[src/rtl/mux_arb_pkg.sv]
// Shared definitions for the 4-way round-robin mux arbiter.
//   arb_state_e  : FSM encoding (IDLE=0, OWN=1)
//   MAX_HOLD_DEF : default hold limit while others wait
//   pick_t       : result of the round-robin next-owner search
//   rr_pick()    : first set bit of req searching upward from ptr, wrap 3->0
package mux_arb_pkg;

  typedef enum logic {
    IDLE = 1'b0,
    OWN  = 1'b1
  } arb_state_e;

  localparam int MAX_HOLD_DEF = 8;

  typedef struct packed {
    logic       found;
    logic [1:0] idx;
  } pick_t;

  // Scan from the farthest offset down to ptr so the closest hit is written
  // last and wins. 2-bit addition gives the 3->0 wrap for free.
  function automatic pick_t rr_pick(input logic [3:0] req, input logic [1:0] ptr);
    pick_t      p;
    logic [1:0] i;
    p = '0;
    for (int k = 3; k >= 0; k--) begin
      i = ptr + 2'(k);
      if (req[i]) begin
        p.found = 1'b1;
        p.idx   = i;
      end
    end
    return p;
  endfunction

endpackage

[src/rtl/mux4to1.sv]
// Plain 4:1 mux of single-bit data.
//   sel : 2-bit select
//   d   : 4 data bits
//   y   : d[sel]
module mux4to1 (
  input  logic [1:0] sel,
  input  logic [3:0] d,
  output logic       y
);

  assign y = d[sel];

endmodule

[src/rtl/mux4_rr_arbiter.sv]
// Round-robin arbiter owning a shared 4:1 mux.
//   clk   : clock, rising edge
//   rst   : synchronous active-high reset
//   req   : request lines, req[i] = requester i wants the mux
//   d     : data bits, d[i] belongs to requester i
//   grant : registered one-hot grant, 0 when idle
//   sel   : registered mux select (index of owner; holds last value when idle)
//   busy  : registered, high whenever grant is nonzero
//   y     : d[sel] gated by busy
// An owner keeps the mux until it drops req or, while someone else waits,
// until it has held MAX_HOLD cycles.
module mux4_rr_arbiter
  import mux_arb_pkg::*;
#(
  parameter int MAX_HOLD = MAX_HOLD_DEF
) (
  input  logic       clk,
  input  logic       rst,
  input  logic [3:0] req,
  input  logic [3:0] d,
  output logic [3:0] grant,
  output logic [1:0] sel,
  output logic       busy,
  output logic       y
);

  localparam logic [7:0] HMAX = 8'(MAX_HOLD - 1);

  arb_state_e state, state_n;
  logic [3:0] grant_n;
  logic [1:0] sel_n, ptr, ptr_n;
  logic       busy_n, take;
  logic [7:0] hold_cnt, hold_n;
  logic [3:0] cand;
  pick_t      pick;
  logic       mux_y;

  always_ff @(posedge clk) begin
    if (rst) begin
      state    <= IDLE;
      grant    <= '0;
      sel      <= '0;
      busy     <= 1'b0;
      ptr      <= '0;
      hold_cnt <= '0;
    end else begin
      state    <= state_n;
      grant    <= grant_n;
      sel      <= sel_n;
      busy     <= busy_n;
      ptr      <= ptr_n;
      hold_cnt <= hold_n;
    end
  end

  // The current owner is never a candidate: on release its req is low anyway,
  // and on timeout the rotation must go to somebody else.
  always_comb begin
    cand    = (state == OWN) ? (req & ~grant) : req;
    pick    = rr_pick(cand, ptr);
    state_n = state;
    grant_n = grant;
    sel_n   = sel;
    busy_n  = busy;
    ptr_n   = ptr;
    hold_n  = hold_cnt;
    take    = 1'b0;
    case (state)
      IDLE: take = pick.found;
      OWN: begin
        if (!req[sel]) begin
          if (pick.found) begin
            take = 1'b1;
          end else begin
            // Nobody waiting: drop to idle, sel keeps pointing at the last owner.
            state_n = IDLE;
            grant_n = '0;
            busy_n  = 1'b0;
            hold_n  = '0;
          end
        end else if (hold_cnt == HMAX) begin
          take = pick.found;  // saturated: rotate only if someone else waits
        end else begin
          hold_n = hold_cnt + 8'd1;
        end
      end
      default: begin
        state_n = IDLE;
        grant_n = '0;
        busy_n  = 1'b0;
      end
    endcase
    if (take) begin
      state_n = OWN;
      grant_n = 4'b0001 << pick.idx;
      sel_n   = pick.idx;
      busy_n  = 1'b1;
      ptr_n   = pick.idx + 2'd1;
      hold_n  = '0;
    end
  end

  mux4to1 u_mux (
    .sel (sel),
    .d   (d),
    .y   (mux_y)
  );

  assign y = busy & mux_y;

endmodule

[config.mk]
export PLATFORM = sky130hd
export DESIGN_NAME = mux4_rr_arbiter
export DESIGN_NICKNAME = d
export VERILOG_FILES = /design/src/rtl/mux_arb_pkg.sv /design/src/rtl/mux4to1.sv /design/src/rtl/mux4_rr_arbiter.sv
export SDC_FILE = /design/constraint.sdc
export NUM_CORES = 1
export LEC_CHECK = 0
export BUFFER_PORTS_ARGS = -buffer_cell sky130_fd_sc_hd__buf_4
export CAP_MARGIN = 20
export CORE_MARGIN = 5
export CORE_UTILIZATION = 58
export CTS_CLUSTER_DIAMETER = 40
export DETAILED_ROUTE_END_ITERATION = 16
export PLACE_DENSITY = 0.83
export SLEW_MARGIN = 20
export SYNTH_ARGS = -nofsm -noshare
export SYNTH_HDL_FRONTEND = slang
export SYNTH_SLANG_ARGS = --single-unit
[constraint.sdc]
create_clock -name clk -period 3.1 [get_ports clk]
set_input_delay 0.62 -clock clk [delete_from_list [all_inputs] [get_ports clk]]
set_output_delay 0.62 -clock clk [all_outputs]
set_load 0.005 [all_outputs]
Yosys cells after proc, flatten, opt, wreduce, memory -nomap -nowiden
Cells that the tools add are included.
{ "totals": {"ff_bits": 18, "inputBits": 10, "out_inout_bits": 8, "word_cells": 65} }
{ "classes": {"addsub": 5, "order_cmp": 5, "n_eq_ne": 5, "shift": 1, "n_mux": 35, "bitwise": 4, "reduce_logical": 4} }
{ "op_table": {"columns": ["operator", "count"], "rows": [
  ["$mux 8", 3],
  ["$mux 4", 5],
  ["$mux 1", 16],
  ["$lt 2x3->1 const B", 5],
  ["$bmux 1 s2", 6],
  ["$mux 3", 4],
  ["$add 8x1->8 const B", 1],
  ["$eq 8x3->1 const B", 1],
  ["$ne 2x2->1 const B", 3],
  ["$reduce_and 3->1", 2],
  ["$add 2x1->2 const B", 2],
  ["$add 2x2->2 const B", 2],
  ["$and 4x4->4", 1],
  ["$not 4->4", 1],
  ["$shl 1x2->4 const A", 1],
  ["$ne 2x1->1 const B", 1],
  ["$pmux 1 s2", 1],
  ["$reduce_bool 2->1", 1],
  ["$reduce_or 2->1", 1],
  ["$and 1x1->1", 1],
  ["$not 1->1", 1]
]} }

Depth between registers and ports, before layout
{ "logic_depth": {"word_depth": 14, "ltp_mapped": 8, "depth_no_buf": 7} }

Cells and area by module
From an unflattened synthesis, not the netlist that was laid out.
{ "hier_totals": {"hier_cells": 122, "hier_area_um2": 1082.3} }
{ "by_module_without_submodules": {"columns": ["module", "instances", "cells_each", "area_per_inst_um2", "seq_area_each_um2"], "rows": [
  ["mux4_rr_arbiter", 1, 121, 1059.8, 360.3],
  ["mux4to1", 1, 1, 22.5, 0.0]
]} }

Least setup slack after synthesis
No wires, ideal clock.
{ "synth_timing": {"kind": "input to register", "from": "input port req[3]", "to": "register hold_cnt[2]", "setup_time_ps": 103, "arrival_ps": 1963, "required_ps": 2997, "setup_slack_ps": 1034, "stages": 6, "path_buffers": 1, "cell_sequence": "a21boi_2 -> or4_1 -> buf_4 -> a21oi_2 -> nor2_1 -> a2111oi_2"} }
{ "synth_via": {"elab_chain_len": 12, "word_cells_on_any_way": 25, "cone_classes": "eq/ne (2); mux (20); bitwise (1); reduce/logical (2)"} }
{ "synth_rtl": {"columns": ["element", "line", "text"], "rows": [
  ["start, declared", "mux4_rr_arbiter.sv:19", "input logic [3:0] req,"],
  ["$and 4x4->4", "mux4_rr_arbiter.sv:59", "cand = (state == OWN) ? (req & ~grant) : req;"],
  ["$mux 4", "mux4_rr_arbiter.sv:59", null],
  ["$bmux 1 s2", "mux_arb_pkg.sv:28", "if (req[i]) begin"],
  ["$mux 1 (implied by the code)", "mux_arb_pkg.sv:28", null],
  ["$mux 3 (4 in a row)", "mux_arb_pkg.sv:28", null],
  ["$mux 1 (on tied branches)", "mux4_rr_arbiter.sv:72, mux4_rr_arbiter.sv:81", null],
  ["$mux 1", "mux4_rr_arbiter.sv:71", "if (!req[sel]) begin"],
  ["$pmux 1 s2", "mux4_rr_arbiter.sv:68", "case (state)"],
  ["$reduce_or 2->1 (no source line)", null, null],
  ["end signal, assigned", "mux4_rr_arbiter.sv:52", "hold_cnt <= hold_n;"],
  ["end, declared", "mux4_rr_arbiter.sv:33", "logic [7:0] hold_cnt, hold_n;"]
]} }
Several ways; a longest one is shown, not always the timed one. The select of a mux whose other input is x is not followed.
A chain may end at the register's enable or synchronous reset.

Worst setup path in the final report
{ "layout_timing": {"from": "register state", "to": "register hold_cnt[2]"} }
{ "layout_via": {"elab_chain_len": 11, "word_cells_on_any_way": 21, "cone_classes": "eq/ne (1); mux (17); bitwise (1); reduce/logical (2)"} }
{ "layout_rtl": {"columns": ["element", "line", "text"], "rows": [
  ["start, declared", "mux4_rr_arbiter.sv:29", "arb_state_e state, state_n;"],
  ["start signal, assigned", "mux4_rr_arbiter.sv:47", "state <= state_n;"],
  ["$mux 4", "mux4_rr_arbiter.sv:59", null],
  ["$bmux 1 s2", "mux_arb_pkg.sv:28", null],
  ["$mux 1 (implied by the code)", "mux_arb_pkg.sv:28", null],
  ["$mux 3 (4 in a row)", "mux_arb_pkg.sv:28", null],
  ["$mux 1 (on tied branches)", "mux4_rr_arbiter.sv:72, mux4_rr_arbiter.sv:81", null],
  ["$mux 1", "mux4_rr_arbiter.sv:71", null],
  ["$pmux 1 s2", "mux4_rr_arbiter.sv:68", null],
  ["$reduce_or 2->1 (no source line)", null, null]
]} }
Several ways; a longest one is shown, not always the timed one. The select of a mux whose other input is x is not followed.

==> results.toml <==
[drt]
first_iter_violations = 19
dr.pass1.iters = 4
dr_total_vias = 992
avgRoutedWirePerCell_um = 15.2
via_per_inst = 6.20
routed_wirelength_um = 2430
drcViolationCount = 0
antenna_left = 0

[floorplan]
fp-row-count = 15
core_area_um2 = 1750
ios = 18
start_util_pct = 62.2
dieHeight_um = 53.2
dieWidth_um = 53.2
fp.dieArea_um2 = 2840

[global_routing]
use_met2_pct = 33.5
grt_pass1_wl_um = 4280
grt_overflow = 0
grt_use_total_pct = 20.3
use_met3_pct = 4.51
grt_pass1_vias = 955
grt_use_met1_pct = 25.4
grt_antenna_before_repair = 0
grt_most_used_layer = "met2"
grt_max_degree = 13

[logic_synthesis]
postSynthAreaPerCell_um2 = 9.27
ys_seq_area_share_pct = 33.2
ys_ff_latch = 18
synth_fa_ha_area_share_pct = 5.77
ys_types = 43
synth_top_area_share_pct = 33.2
synth.mux.area_fraction_pct = 8.88
synth_compound_area_share_pct = 29.9
yosys_warnings = 0
synth_cells = 117
syn_nets = 132
syn_area_um2 = 1080
yosysTopAreaCell = "dfxtp_1"
synth_top_family_by_area = "compound AO/OA/AOI/OAI gates"
synth_xor_xnor_area_share_pct = 1.61
synth.top_cells.by_area = "dfxtp_1 (33%), ha_1 (5.8%), a22o_1 (4.0%)"
synth_simple_gate_area_share_pct = 16.5

[timing]
setup_tns_ns = 0
max_slew_margin_pct = 57.0
final_hold_viol_count = 0
finalClockSkew_ns = 0.00660
tightest_slew_ns = 0.628
rsz0062_at_grt = "false"
finalSetupViolations = 0
max_freq_mhz = 444
period_share_pct = 72.7
finalCriticalPeriod_ns = 2.25
drv_slew = 0

[power_and_ir_drop]
p_leak_nw = 0.484
p_clk_share_pct = 22.3
p_seq_share_pct = 45.3
switching_share_pct = 33.8
vdd_drop_max_mv = 0.318
internal_power_mw = 0.433
switchingPower_mw = 0.221
combPwrFrac_pct = 32.3
p_per_area_nw_per_um2 = 520

[clock_network]
cts_sinks = 18
post_cts_resized = 0
worstSkewPairLatency_ns = 0.29
root_buffer = "clkbuf_4"
cts_hold_buffers = 0
h-tree-depth = 1
cts.path.max_buffers = 2
clk_pin_slew_ns = 0.10
cts_buffers = 3
cts_setup_buffers = 0
cts_tree = "yes"

[critical_path]
path_class = "flip-flop to flip-flop"
slowest_stage = "or4_1"
cp_top_family = "compound AO/OA/AOI/OAI gates"
critPathBufInv = 0
crit_path_end_kind = "flip-flop"
cp.required_ns = 3.30
crit_arrival_ns = 2.45
cp_max_fo = 11
cp_cell_sequence = "a21boi_1 -> or4_1 -> a21oi_2 -> nor2_1 -> a2111oi_2"
startpoint_type = "flip-flop"
reg2reg_slack_ns = 0.85
max_stage_delay_ns = 0.69

[run_status]
run_status = "finished clean"

[layout]
fin_nets = 151
diodes = 0
drive_gt1_share_pct = 25.2
layout_commonest_cell = "dfxtp_1"
areaGrowthSynthToFinish_pct = 15.9
final.fill_count = 151
final_util_pct = 72.0
mostFrequentLayoutCells = "dfxtp_1 (18), buf_4 (17), nor2_1 (10), a21oi_1 (7), nand2_1 (7)"

[job]
cap_viol_max_count = 0

[placed_design]
dp_hpwl_um = 1830
globalplace.congestion = 0.878
portBuffers = 17

[min_path]
hold_class = "flip-flop to flip-flop"
[worst register-to-register path, stage by stage (launching register included)]
cell and delay, ns:
dfxtp_1 0.60, a21boi_1 0.23, or4_1 0.69, a21oi_2 0.24
nor2_1 0.08, a2111oi_2 0.33
[flip-flops by register name (all words and copies together) (netlist names)]
signal / count
hold_cnt: 8
grant: 4
busy: 1
ptr: 2
state: 1
sel: 2
[power by group through the flow]
stage | registers (mW) | logic (mW) | clock network, mW
floorplan | 0.290 | 0.145 | 0
global placement | 0.298 | 0.201 | 0
detailed placement | 0.299 | 0.208 | 0
CTS | 0.294 | 0.211 | 0.150
global route | 0.300 | 0.235 | 0.158
finish | 0.296 | 0.211 | 0.146
[synthesized netlist by cell type, drive strengths merged]
cell,instances
o31a,1
a22oi,1
o21a,4
mux4,1
clkbuf,1
or3,2
a2111oi,2
a21o,1
ha,5
nand4,2
nor4,1
mux2,3
a32oi,1
inv,6
nand2b,1
nor3,6
o21ai,1
dfxtp,18
or4,2
o22ai,1
nor2,11
mux2i,4
a22o,5
a21boi,4
xnor2,2
nor2b,1
buf,2
nand3,2
and2,1
a21bo,1
a21oi,8
a211oi,5
o31ai,1
nand2,7
o32a,1
a211o,2
[cell type report]
cell class | instances | area (um^2) | share of cell area (%)
flip-flops and latches | 18 | 360 | 28.7
inverters | 6 | 22.5 | 1.79
well taps | 25 | 31.3 | 2.49
clock buffers | 4 | 36.3 | 2.89
repair buffers | 17 | 128 | 10.1
multi-input cells | 90 | 679 | 54.0
[per-layer routing]
metal	vias up	wire length (um)	share of wire, %
li1	480	-	-
met2	33	1100	45
met3	7	130	5.3
met5	-	0	0
met4	0	45	1.9
met1	472	1160	48
[path summary, 6_finish.rpt]
check,from,end,cells after the start
worst min-delay path,busy,busy,2
worst min register to register,busy,busy,2
worst max-delay path,state,hold_cnt[2],5
worst max register to register,state,hold_cnt[2],5
[kinds of logic (layout without fill, tap and decap cells)]
| logic type | after synthesis | after routing |
|---|---|---|
| AOI/OAI and AO/OA | 39 | 39 |
| adders and majority gates | 5 | 5 |
| buffers and inverters | 9 | 27 |
| xor gates and xnor gates | 2 | 2 |
| muxes | 8 | 8 |
| DFF | 18 | 18 |
| and+or+nand+nor | 36 | 36 |
[per-stage QoR]
stage | total power, mW | std cells | worst slack [ns] | area, um^2 | hold slack [ns]
global route | 0.693 | 160 | 0.696 | 1260 | 0.518
floorplan | 0.435 | 117 | 1.03 | 1080 | 0.461
finish | 0.654 | 160 | 0.847 | 1260 | 0.483
detailed placement | 0.507 | 156 | 0.751 | 1220 | 0.474
CTS | 0.655 | 160 | 0.868 | 1260 | 0.490
global placement | 0.499 | 156 | 0.776 | 1220 | 0.470
No activity file was read; power rests on OpenSTA's default activity.
